--- src/rtl/tlul_flash_word_adapter.sv ---
// TL-UL device adapter: single-beat Get/PutFullData into one flash word access, one request outstanding.
// Latency: error response 1 cycle after accept; flash path responds 1 cycle after flash_ack_i. A-channel stalls until D handshake.
module tlul_flash_word_adapter #(
    parameter logic [31:0] BaseAddr      = 32'h2000_0000,
    parameter int          TimeoutCycles = 255
) (
    input  logic        clk_i,
    input  logic        rst_i,
    input  logic        tl_a_valid_i,
    output logic        tl_a_ready_o,
    input  logic [2:0]  tl_a_opcode_i,
    input  logic [1:0]  tl_a_size_i,
    input  logic [7:0]  tl_a_source_i,
    input  logic [31:0] tl_a_address_i,
    input  logic [31:0] tl_a_data_i,
    output logic        tl_d_valid_o,
    input  logic        tl_d_ready_i,
    output logic [2:0]  tl_d_opcode_o,
    output logic [1:0]  tl_d_size_o,
    output logic [7:0]  tl_d_source_o,
    output logic        tl_d_sink_o,
    output logic [31:0] tl_d_data_o,
    output logic        tl_d_error_o,
    output logic        flash_req_o,
    output logic        flash_we_o,
    output logic        flash_bank_o,
    output logic [2:0]  flash_page_o,
    output logic [7:0]  flash_word_o,
    output logic [31:0] flash_wdata_o,
    input  logic        flash_ack_i,
    input  logic [31:0] flash_rdata_i,
    input  logic        flash_err_i
);

    localparam logic [2:0] OpPutFull    = 3'd0;
    localparam logic [2:0] OpGet        = 3'd4;
    localparam logic [7:0] TimeoutLast  = 8'(TimeoutCycles - 1);

    typedef enum logic [1:0] {
        IDLE = 2'd0,
        REQ  = 2'd1,
        RSP  = 2'd2
    } state_e;

    state_e      state_q, state_d;
    logic [2:0]  op_q, op_d;
    logic [1:0]  size_q, size_d;
    logic [7:0]  src_q, src_d;
    logic [11:0] loc_q, loc_d;
    logic [31:0] wdata_q, wdata_d;
    logic [7:0]  cnt_q, cnt_d;
    logic        rsp_err_q, rsp_err_d;
    logic [31:0] rsp_data_q, rsp_data_d;

    logic bad_req;
    logic is_get_q;

    // 16 KiB window, so the base match only involves address bits above bit 13.
    assign bad_req = ((tl_a_opcode_i != OpPutFull) && (tl_a_opcode_i != OpGet)) ||
                     (tl_a_size_i != 2'd2) ||
                     (tl_a_address_i[1:0] != 2'b00) ||
                     (tl_a_address_i[31:14] != BaseAddr[31:14]);

    assign is_get_q = (op_q == OpGet);

    always_ff @(posedge clk_i) begin
        if (rst_i) begin
            state_q    <= IDLE;
            op_q       <= 3'd0;
            size_q     <= 2'd0;
            src_q      <= 8'd0;
            loc_q      <= 12'd0;
            wdata_q    <= 32'd0;
            cnt_q      <= 8'd0;
            rsp_err_q  <= 1'b0;
            rsp_data_q <= 32'd0;
        end else begin
            state_q    <= state_d;
            op_q       <= op_d;
            size_q     <= size_d;
            src_q      <= src_d;
            loc_q      <= loc_d;
            wdata_q    <= wdata_d;
            cnt_q      <= cnt_d;
            rsp_err_q  <= rsp_err_d;
            rsp_data_q <= rsp_data_d;
        end
    end

    always_comb begin
        state_d    = state_q;
        op_d       = op_q;
        size_d     = size_q;
        src_d      = src_q;
        loc_d      = loc_q;
        wdata_d    = wdata_q;
        cnt_d      = cnt_q;
        rsp_err_d  = rsp_err_q;
        rsp_data_d = rsp_data_q;

        case (state_q)
            IDLE: begin
                if (tl_a_valid_i) begin
                    op_d       = tl_a_opcode_i;
                    size_d     = tl_a_size_i;
                    src_d      = tl_a_source_i;
                    loc_d      = tl_a_address_i[13:2];
                    wdata_d    = tl_a_data_i;
                    cnt_d      = 8'd0;
                    rsp_data_d = 32'd0;
                    rsp_err_d  = bad_req;
                    state_d    = bad_req ? RSP : REQ;
                end
            end
            REQ: begin
                cnt_d = cnt_q + 8'd1;
                // An ack arriving on the timeout cycle still completes normally.
                if (flash_ack_i) begin
                    rsp_err_d  = flash_err_i;
                    rsp_data_d = (is_get_q && !flash_err_i) ? flash_rdata_i : 32'd0;
                    state_d    = RSP;
                end else if (cnt_q == TimeoutLast) begin
                    rsp_err_d  = 1'b1;
                    rsp_data_d = 32'd0;
                    state_d    = RSP;
                end
            end
            RSP: begin
                if (tl_d_ready_i) begin
                    state_d = IDLE;
                end
            end
            default: state_d = IDLE;
        endcase
    end

    assign tl_a_ready_o  = (state_q == IDLE);

    assign tl_d_valid_o  = (state_q == RSP);
    assign tl_d_opcode_o = is_get_q ? 3'd1 : 3'd0;
    assign tl_d_size_o   = size_q;
    assign tl_d_source_o = src_q;
    assign tl_d_sink_o   = 1'b0;
    assign tl_d_data_o   = rsp_data_q;
    assign tl_d_error_o  = rsp_err_q;

    // Flash-side fields are only driven while a request is in flight.
    assign flash_req_o   = (state_q == REQ);
    assign flash_we_o    = flash_req_o && (op_q == OpPutFull);
    assign flash_bank_o  = flash_req_o & loc_q[11];
    assign flash_page_o  = flash_req_o ? loc_q[10:8] : 3'd0;
    assign flash_word_o  = flash_req_o ? loc_q[7:0] : 8'd0;
    assign flash_wdata_o = flash_req_o ? wdata_q : 32'd0;

endmodule

--- config.mk ---
export PLATFORM = sky130hd
export DESIGN_NAME = tlul_flash_word_adapter
export DESIGN_NICKNAME = d
export VERILOG_FILES = /design/src/rtl/tlul_flash_word_adapter.sv
export SDC_FILE = /design/constraint.sdc
export NUM_CORES = 1
export LEC_CHECK = 0
export CORE_ASPECT_RATIO = 1.75
export CORE_MARGIN = 2
export CORE_UTILIZATION = 44
export CTS_BUF_LIST = sky130_fd_sc_hd__clkbuf_8
export CTS_CLUSTER_SIZE = 14
export DETAILED_ROUTE_END_ITERATION = 8
export GPL_ROUTABILITY_DRIVEN = 0
export PLACE_DENSITY = 0.9
export SYNTH_ARGS = -nofsm -noshare
export SYNTH_HDL_FRONTEND = slang
export SYNTH_SLANG_ARGS = --single-unit
--- constraint.sdc ---
create_clock -name clk_i -period 4.35 [get_ports clk_i]
set_clock_uncertainty 0.2 [all_clocks]
set_input_delay 0.87 -clock clk_i [delete_from_list [all_inputs] [get_ports clk_i]]
set_output_delay 0.87 -clock clk_i [all_outputs]
set_load 0.005 [all_outputs]
### After elaboration in Yosys (flattened, before gate mapping)

Cells that the tools add are included.

* add/subtract/negate cells: 1
* bitwise operators: 1
* eq/ne operators: 10
* reduce and logical (&&, ||, !) cells: 16
* multiplexer cells: 21

Operators by type and width (number)
* two-way mux 32 bit: 5
* one-hot mux 32 bit (2 select lines): 1
* inequality test 18 x 16 -> 1 bit (second input constant): 1
* two-way mux 8 bit: 2
* one-hot mux 8 bit (2 select lines): 1
* two-way mux 2 bit: 5
* adder 8 x 1 -> 8 bit (second input constant): 1
* equality test 8 bit (second input constant): 1
* one-hot mux 2 bit (3 select lines): 1
* AND reduction 3 bit: 2
* two-way mux 1 bit: 4
* inequality test 2 bit (second input constant): 2
* AND reduction 2 bit: 2
* nonzero test 2 bit: 2
* equality test 3 bit (second input constant): 1
* logical AND 1 bit: 3
* logical NOT 3 bit: 1
* logical OR 1 bit: 3
* two-way mux 3 bit: 1
* inequality test 3 x 1 -> 1 bit (second input constant): 1
* inequality test 3 bit (second input constant): 1
* nonzero test 3 bit: 1
* equality test 2 x 1 -> 1 bit (second input constant): 1
* equality test 2 bit (second input constant): 1
* other kinds (5): 5

* input bits: 115
* word-level logic and storage cells: 58
* output and inout port bits: 95
* register bits after elaboration: 100

### Logic depth before layout (Yosys ltp)

Gate-level depths: netlist (run 1).

* word-level depth: 8
* gate-level depth with buffers: 7
* mapped depth without buffers: 6

### Worst setup path before layout (run 1)

Ideal clock, no wire load.

* path kind: reg2out
* start: reg state_q[1]
* end: out flash_wdata_o[22]
* arrival: 1023 ps
* path buffers: 1
* stages on the path, launching flop included: 5
* data required time: 3280 ps
* slack: 2257 ps
* cell sequence: dfxtp_1 > nand2b_4 > inv_2 > clkbuf_1 > and2_1

* longest elaborated chain between the ends: 2

RTL lines
* from (decl): line 45 `state_e state_q, state_d;`
* from (signal assigned): line 78 `state_q <= state_d;`
* equality test 2 x 1 -> 1 bit: line 148 `assign flash_req_o = (state_q == REQ);`
* via flash_req_o: line 24 `output logic flash_req_o,`
* two-way mux 32 bit: line 153 `assign flash_wdata_o = flash_req_o ? wdata_q : 32'd0;`
* to (decl): line 29 `output logic [31:0] flash_wdata_o,`

The timed path passes the listed nets, and every way through them passes these cells.

### Worst setup path after layout (run 1)

* start: reg state_q[0]
* end: out flash_wdata_o[15]

* longest elaborated chain between the ends: 2

RTL lines (line)
* equality test 2 x 1 -> 1 bit: 148
* two-way mux 32 bit: 153

Every way passes these cells.

==> results.ini, run 1 <==
[layout]
final_common_cell = clkdlybuf4s50_1
nets = 759
fillers = 689
regArea_um2 = 2000
final_cell_mix = clkdlybuf4s50_1 (205), nand2_1 (119), dfxtp_1 (100), a21oi_1 (63), and2_1 (44)
multiInputGateArea_um2 = 1740
area_delta_synth_final_pct = 56.0
finish.utilization_pct = 70.8
drive_gt1_share_pct = 4.33

[worst_setup_path]
cp.required_ns = 3.28
slowest_delay_ns = 0.59
cp-end-kind = output pin
cp.buffers_inverters = 2
slowest_stage = inv_2
critPathMaxFanout = 54
critical_path.startpoint_type = flip-flop
cp_top_family = buffers and inverters
cp.arrival_ns = 2.32
crit_chain = nand2b_4, inv_2, and2_1, clkdlybuf4s50_1
crit_type = flip-flop to output pin

[timing]
max_freq_ghz = 0.295
tns_ns = 0
rsz0062_at_grt = no
hold_viol = 0
setup_ws_ns = 0.964
worst_pin_slew_ns = 1.08
min_period_ns = 3.39
finalMaxSlewViolations = 0
slew_headroom_pct = 27.8
setup_viol = 0
fin_crit_sh_pct = 77.8

[floorplan]
start_util_pct = 45.4
die_w_um = 75.7
io_pins = 210
core_um2 = 8730
die_area_um2 = 9800
row_count = 45
fp.dieH_um = 129

[drt]
first_pass_iters = 4
routed_wl_mm = 11.6
avgRoutedWirePerCell_um = 15.2
ant_nets = 0
avgViaCountPerCell = 5.14
initialDrtViolationCount = 186
dr_total_vias = 3935
drc = 0

[clock_tree]
holdBufCountCts = 0
cts_tree = yes
clk_pin_slew_ns = 0.09
cts_sinks = 100
cts_made_buffers = 9
clockBufferDepth = 2
cts-root-buf = clkbuf_8
cts-resized-gates = 0
postCtsSetupRepairBufs = 0
h-tree-depth = 3
clk_latency_ns = 0.35

[worst_hold_path]
holdCritPathClass = flip-flop to flip-flop

[pwr]
p_leak_uw = 0.00229
pwr_density_cell_nw_per_um2 = 284
ir_drop_mv = 0.243

[logic_synthesis]
synth_cell_types = 42
async_reset_ff_share_pct = 0
synth-main-ff-cell = dfxtp_1
synth_cells = 457
ys_seq_elements = 100
netlist_area_um2 = 3960
avgSynthCellArea_um2 = 8.66
seq_area_frac_synth_pct = 50.6
synth_edf_count = 0
yosys_warnings = 0

[global_route]
antenna_found_initial = 1
met1_usage_pct = 24.7
grt.met2_usage_pct = 40.8
grtUsageMet3_pct = 7.47
busiest_layer = met2
grt_max_degree = 61
grtUsageTotal_pct = 23.2
overflow = 0
grt_pass1_wl_mm = 17.4
grt_pass1_vias = 3709

[placement]
portBuffers = 206
place_hpwl_mm = 8.59
place_ws_ns = 1.33

[outcome]
status = completed

[job]
drv_cap = 0

[per-stage QoR]
| stage | cells | cell area (um^2) | power (uW) | hold WS [ns] |
|---|---|---|---|---|
| 3_3_place_gp | 748 | 5980 | 1200 | 0.238 |
| 6_report | 765 | 6180 | 1760 | 0.254 |
| 4_1_cts | 764 | 6170 | 1770 | 0.255 |
| 3_5_place_dp | 748 | 5980 | 1200 | 0.242 |
| 5_1_grt | 765 | 6180 | 1830 | 0.271 |
| 2_1_floorplan | 459 | 3970 | 1070 | 0.232 |
[worst reg2reg max path, stage by stage (launching register included)]
cell	delay (ns)
dfxtp_1	0.47
nand2b_4	0.13
inv_2	0.59
o211ai_4	0.21
a21oi_4	0.74
a22o_1	0.26
[power breakdown]
group          leakage [uW]  switching, uW  total [uW]  internal (uW)
clock              0.000105            304         574            270
combinational       0.00137           87.6         218            130
sequential         0.000815           17.8         966            948
total               0.00229            409        1760           1350
[worst paths after layout]
check,from,to,slack [ns],cells after the start
min,wdata_q[10],wdata_q[10],0.25,2
max reg2reg,state_q[0],tl_d_data_o[18],1.69,5
min reg2reg,wdata_q[10],wdata_q[10],0.25,2
max,state_q[0],flash_wdata_o[15],0.96,4
[synthesized netlist by cell type, drive strengths merged, types with 2 or more instances]
| cell type | number | area, um^2 |
|---|---|---|
| buf | 23 | 163 |
| nand4 | 3 | 18.8 |
| a211oi | 2 | 15.0 |
| and2 | 45 | 282 |
| a311oi | 2 | 17.5 |
| a22o | 32 | 280 |
| nand3 | 3 | 15.0 |
| a21oi | 64 | 332 |
| nor4 | 5 | 31.3 |
| inv | 4 | 15.0 |
| o21ai | 3 | 15.0 |
| nand2b | 3 | 26.3 |
| nor4b | 2 | 17.5 |
| nor3 | 2 | 10.0 |
| o211ai | 2 | 28.8 |
| o311ai | 2 | 17.5 |
| dfxtp | 100 | 2000 |
| clkbuf | 13 | 48.8 |
| nand2 | 120 | 450 |
| nor2 | 11 | 46.3 |
| ha | 2 | 25.0 |
[routing by layer]
layer | up-vias | part of all wire, %
li1 | 1906 | -
met1 | 1818 | 35
met2 | 184 | 53
met3 | 27 | 9.2
met4 | 0 | 3.0
met5 | - | 0
[area by class of cell]
class | instances | share of cell area (%)
diodes | 1 | 0.0405
well taps | 117 | 2.37
repair buffers | 208 | 33.5
clock inverters | 3 | 0.304
inverters | 4 | 0.243
multi-input cells | 319 | 28.2
flip-flops and latches | 100 | 32.4
clock buffers | 13 | 2.90
[flip-flops by register name, indices dropped and copies added (netlist names)]
name / cells
cnt_q: 8
tl_d_data_o: 32
tl_d_error_o: 1
op_q: 3
state_q: 2
tl_d_source_o: 8
wdata_q: 32
tl_d_size_o: 2
loc_q: 12
[kinds of logic after synthesis]
| group | share of synthesized area, % |
|---|---|
| buffers and inverters | 5.72 |
| multiplexers | 0.253 |
| adder cells (fa/ha/maj) | 0.632 |
| AND/OR/NAND/NOR | 24.1 |
| other | 0.0947 |
| flip-flops | 50.6 |
| AO/OA/AOI/OAI | 18.7 |
No activity file was read; power rests on OpenSTA's default activity.
==> run 2, diff against run 1 <==
--- a/config.mk
+++ b/config.mk
@@ -7,12 +7,12 @@
 export LEC_CHECK = 0
 export CORE_ASPECT_RATIO = 1.75
 export CORE_MARGIN = 2
-export CORE_UTILIZATION = 44
+export CORE_UTILIZATION = 37
 export CTS_BUF_LIST = sky130_fd_sc_hd__clkbuf_8
 export CTS_CLUSTER_SIZE = 14
 export DETAILED_ROUTE_END_ITERATION = 8
 export GPL_ROUTABILITY_DRIVEN = 0
-export PLACE_DENSITY = 0.9
+export PLACE_DENSITY = 0.8
 export SYNTH_ARGS = -nofsm -noshare
 export SYNTH_HDL_FRONTEND = slang
 export SYNTH_SLANG_ARGS = --single-unit
==> constraint.sdc (replaced) <==
create_clock -name clk_i -period 2.9 [get_ports clk_i]
set_clock_uncertainty 0.2 [all_clocks]
set_input_delay 0.58 -clock clk_i [delete_from_list [all_inputs] [get_ports clk_i]]
set_output_delay 0.58 -clock clk_i [all_outputs]
set_load 0.005 [all_outputs]
==> results.ini, run 2 (synthesized netlist as in run 1, its figures left out) <==
[outcome]
status = completed

[pwr]
power.switching_uw = 613  ; +50%
pwr_density_cell_nw_per_um2 = 408  ; +43%
p_comb_share_pct = 13.4  ; +1.0 points
p_sw_share_pct = 24.1  ; +0.83 points
seq_power_share_pct = 56.9  ; +1.9 points
ir_drop_mv = 0.271  ; +12%
p_leak_uw = 0.00231  ; +0.99%
clkPwrFrac_pct = 29.7  ; -3.0 points
internal_power_uw = 1930  ; +43%

[layout]
fillers = 927  ; +35%
final_common_cell = clkdlybuf4s50_1
multiInputGateArea_um2 = 1740  ; unchanged
regArea_um2 = 2000  ; about the same
area_delta_synth_final_pct = 57.5
drive_gt1_share_pct = 4.75  ; +0.43 points
nets = 764  ; +0.66%
final_cell_mix = clkdlybuf4s50_1 (205), nand2_1 (119), dfxtp_1 (99), a21oi_1 (63), and2_1 (44)
fin_area_um2 = 6240  ; +0.95%
diodes = 0  ; -1

[floorplan]
start_util_pct = 37.4  ; -7.9 points
row_count = 50  ; +11%
core_um2 = 10600  ; +21%
io_pins = 210  ; unchanged
fp.dieH_um = 141  ; +8.8%
die_area_um2 = 11600  ; +18%
die_w_um = 82.2  ; +8.6%

[job]
drv_cap = 0  ; unchanged

[clock_tree]
postCtsSetupRepairBufs = 0  ; unchanged
holdBufCountCts = 0  ; unchanged
cts-resized-gates = 1  ; +1
cts-root-buf = clkbuf_8
clockBufferDepth = 2  ; unchanged
cts_tree = yes
clk_latency_ns = 0.36  ; about the same
clk_pin_slew_ns = 0.10  ; about the same
cts_made_buffers = 9  ; unchanged
h-tree-depth = 3  ; unchanged
cts_sinks = 100  ; unchanged

[worst_setup_path]
cp-end-kind = output pin
slowest_delay_ns = 0.48  ; -0.11 ns
cp.required_ns = 2.12  ; -1.16 ns
slowest_stage = clkdlybuf4s50_1
critPathMaxFanout = 41  ; -24%
crit_type = flip-flop to output pin
critical_path.startpoint_type = flip-flop
crit_chain = nand2b_4, inv_6, buf_12, and2_1, clkdlybuf4s50_1
cp.arrival_ns = 1.98  ; -0.34 ns

[drt]
routed_wl_mm = 11.8  ; +1.8%
initialDrtViolationCount = 112  ; -40%
avgViaCountPerCell = 4.95  ; -3.7%
avgRoutedWirePerCell_um = 15.1  ; -0.38%
first_pass_iters = 4  ; unchanged
dr_total_vias = 3874  ; -1.6%
ant_nets = 0  ; unchanged
drc = 0  ; unchanged

[global_route]
grt_pass1_wl_mm = 18.1  ; +3.8%
overflow = 0  ; unchanged
met1_usage_pct = 21.0  ; -3.7 points
grtUsageMet3_pct = 4.80  ; -2.7 points
antenna_found_initial = 0  ; -1
grt_max_degree = 60  ; -1.6%
grt.met2_usage_pct = 36.5  ; -4.3 points
busiest_layer = met2
grt_pass1_vias = 3874  ; +4.4%
grtUsageTotal_pct = 20.1  ; -3.1 points

[timing]
tns_ns = 0  ; unchanged
max_freq_ghz = 0.362
fin_crit_sh_pct = 95.3
min_period_ns = 2.76
rsz0062_at_grt = no
finalMaxSlewViolations = 0  ; unchanged
worst_pin_slew_ns = 0.872  ; -0.208 ns
setup_viol = 0  ; unchanged
slew_headroom_pct = 41.7  ; +14 points
hold_viol = 0  ; unchanged
setup_ws_ns = 0.137  ; -0.827 ns

[placement]
placedInstanceArea_um2 = 6070  ; +1.5%
place_ws_ns = 0.335  ; -0.997 ns
portBuffers = 206  ; unchanged
place_hpwl_mm = 9.05  ; +5.4%

[worst_hold_path]
holdCritPathClass = flip-flop to flip-flop

-- run 2: cell types whose count changed in the layout (fill, tap and decap cells not counted), moves of 2 or more --
| cell | delta |
|---|---|
| buf_12 | +3 |
| clkbuf_8 | -4 |
| inv_1 | +3 |
| buf_4 | +2 |
-- run 2: worst paths after layout --
kind	from	endpoint	slack (ns)	cells past startpoint
min reg2reg	wdata_q[7]	wdata_q[7]	0.26	2
min	wdata_q[7]	wdata_q[7]	0.26	2
max	state_q[1]	flash_wdata_o[27]	0.14	5
max reg2reg	cnt_q[0]	tl_d_data_o[15]	0.75	6
-- run 2: per-stage QoR --
stage               utilization, %  hold slack, ns  cells  total power, uW
floorplan                        -           0.232    459             1610
global placement              57.4           0.238    766             1810
detailed placement            57.4           0.245    766             1820
CTS                           58.9           0.259    782             2580
global route                  59.0           0.273    782             2650
finish                        59.0           0.256    782             2540
-- run 2: metal layers --
layer / wire length (um) / up-vias
li1: - / 1915
met1: 4360 / 1773
met2: 6210 / 163
met3: 897 / 23
met4: 340 / 0
met5: 0 / -
-- run 2: cell type report --
| cell class | instances | area share (%) |
|---|---|---|
| sequential | 100 | 32.1 |
| tap | 130 | 2.61 |
| multi-input combinational | 319 | 27.9 |
| clock inverter | 7 | 0.602 |
| timing repair buffer | 213 | 34.4 |
| clock buffer | 9 | 1.99 |
| inverter | 4 | 0.321 |
-- run 2: power groups by stage --
stage	sequential (uW)	combinational, uW	clock [uW]
2_1_floorplan	1470	135	0
3_3_place_gp	1480	336	0
3_5_place_dp	1480	343	0
4_1_cts	1450	345	787
5_1_grt	1450	372	828
6_report	1450	341	754
-- run 2: worst max-delay path, delay by kind of cell, from the launching register on --
kind | cells | cell delay, ns
DFF | 1 | 0.47
buffers and inverters | 3 | 0.73
and+or+nand+nor | 2 | 0.42
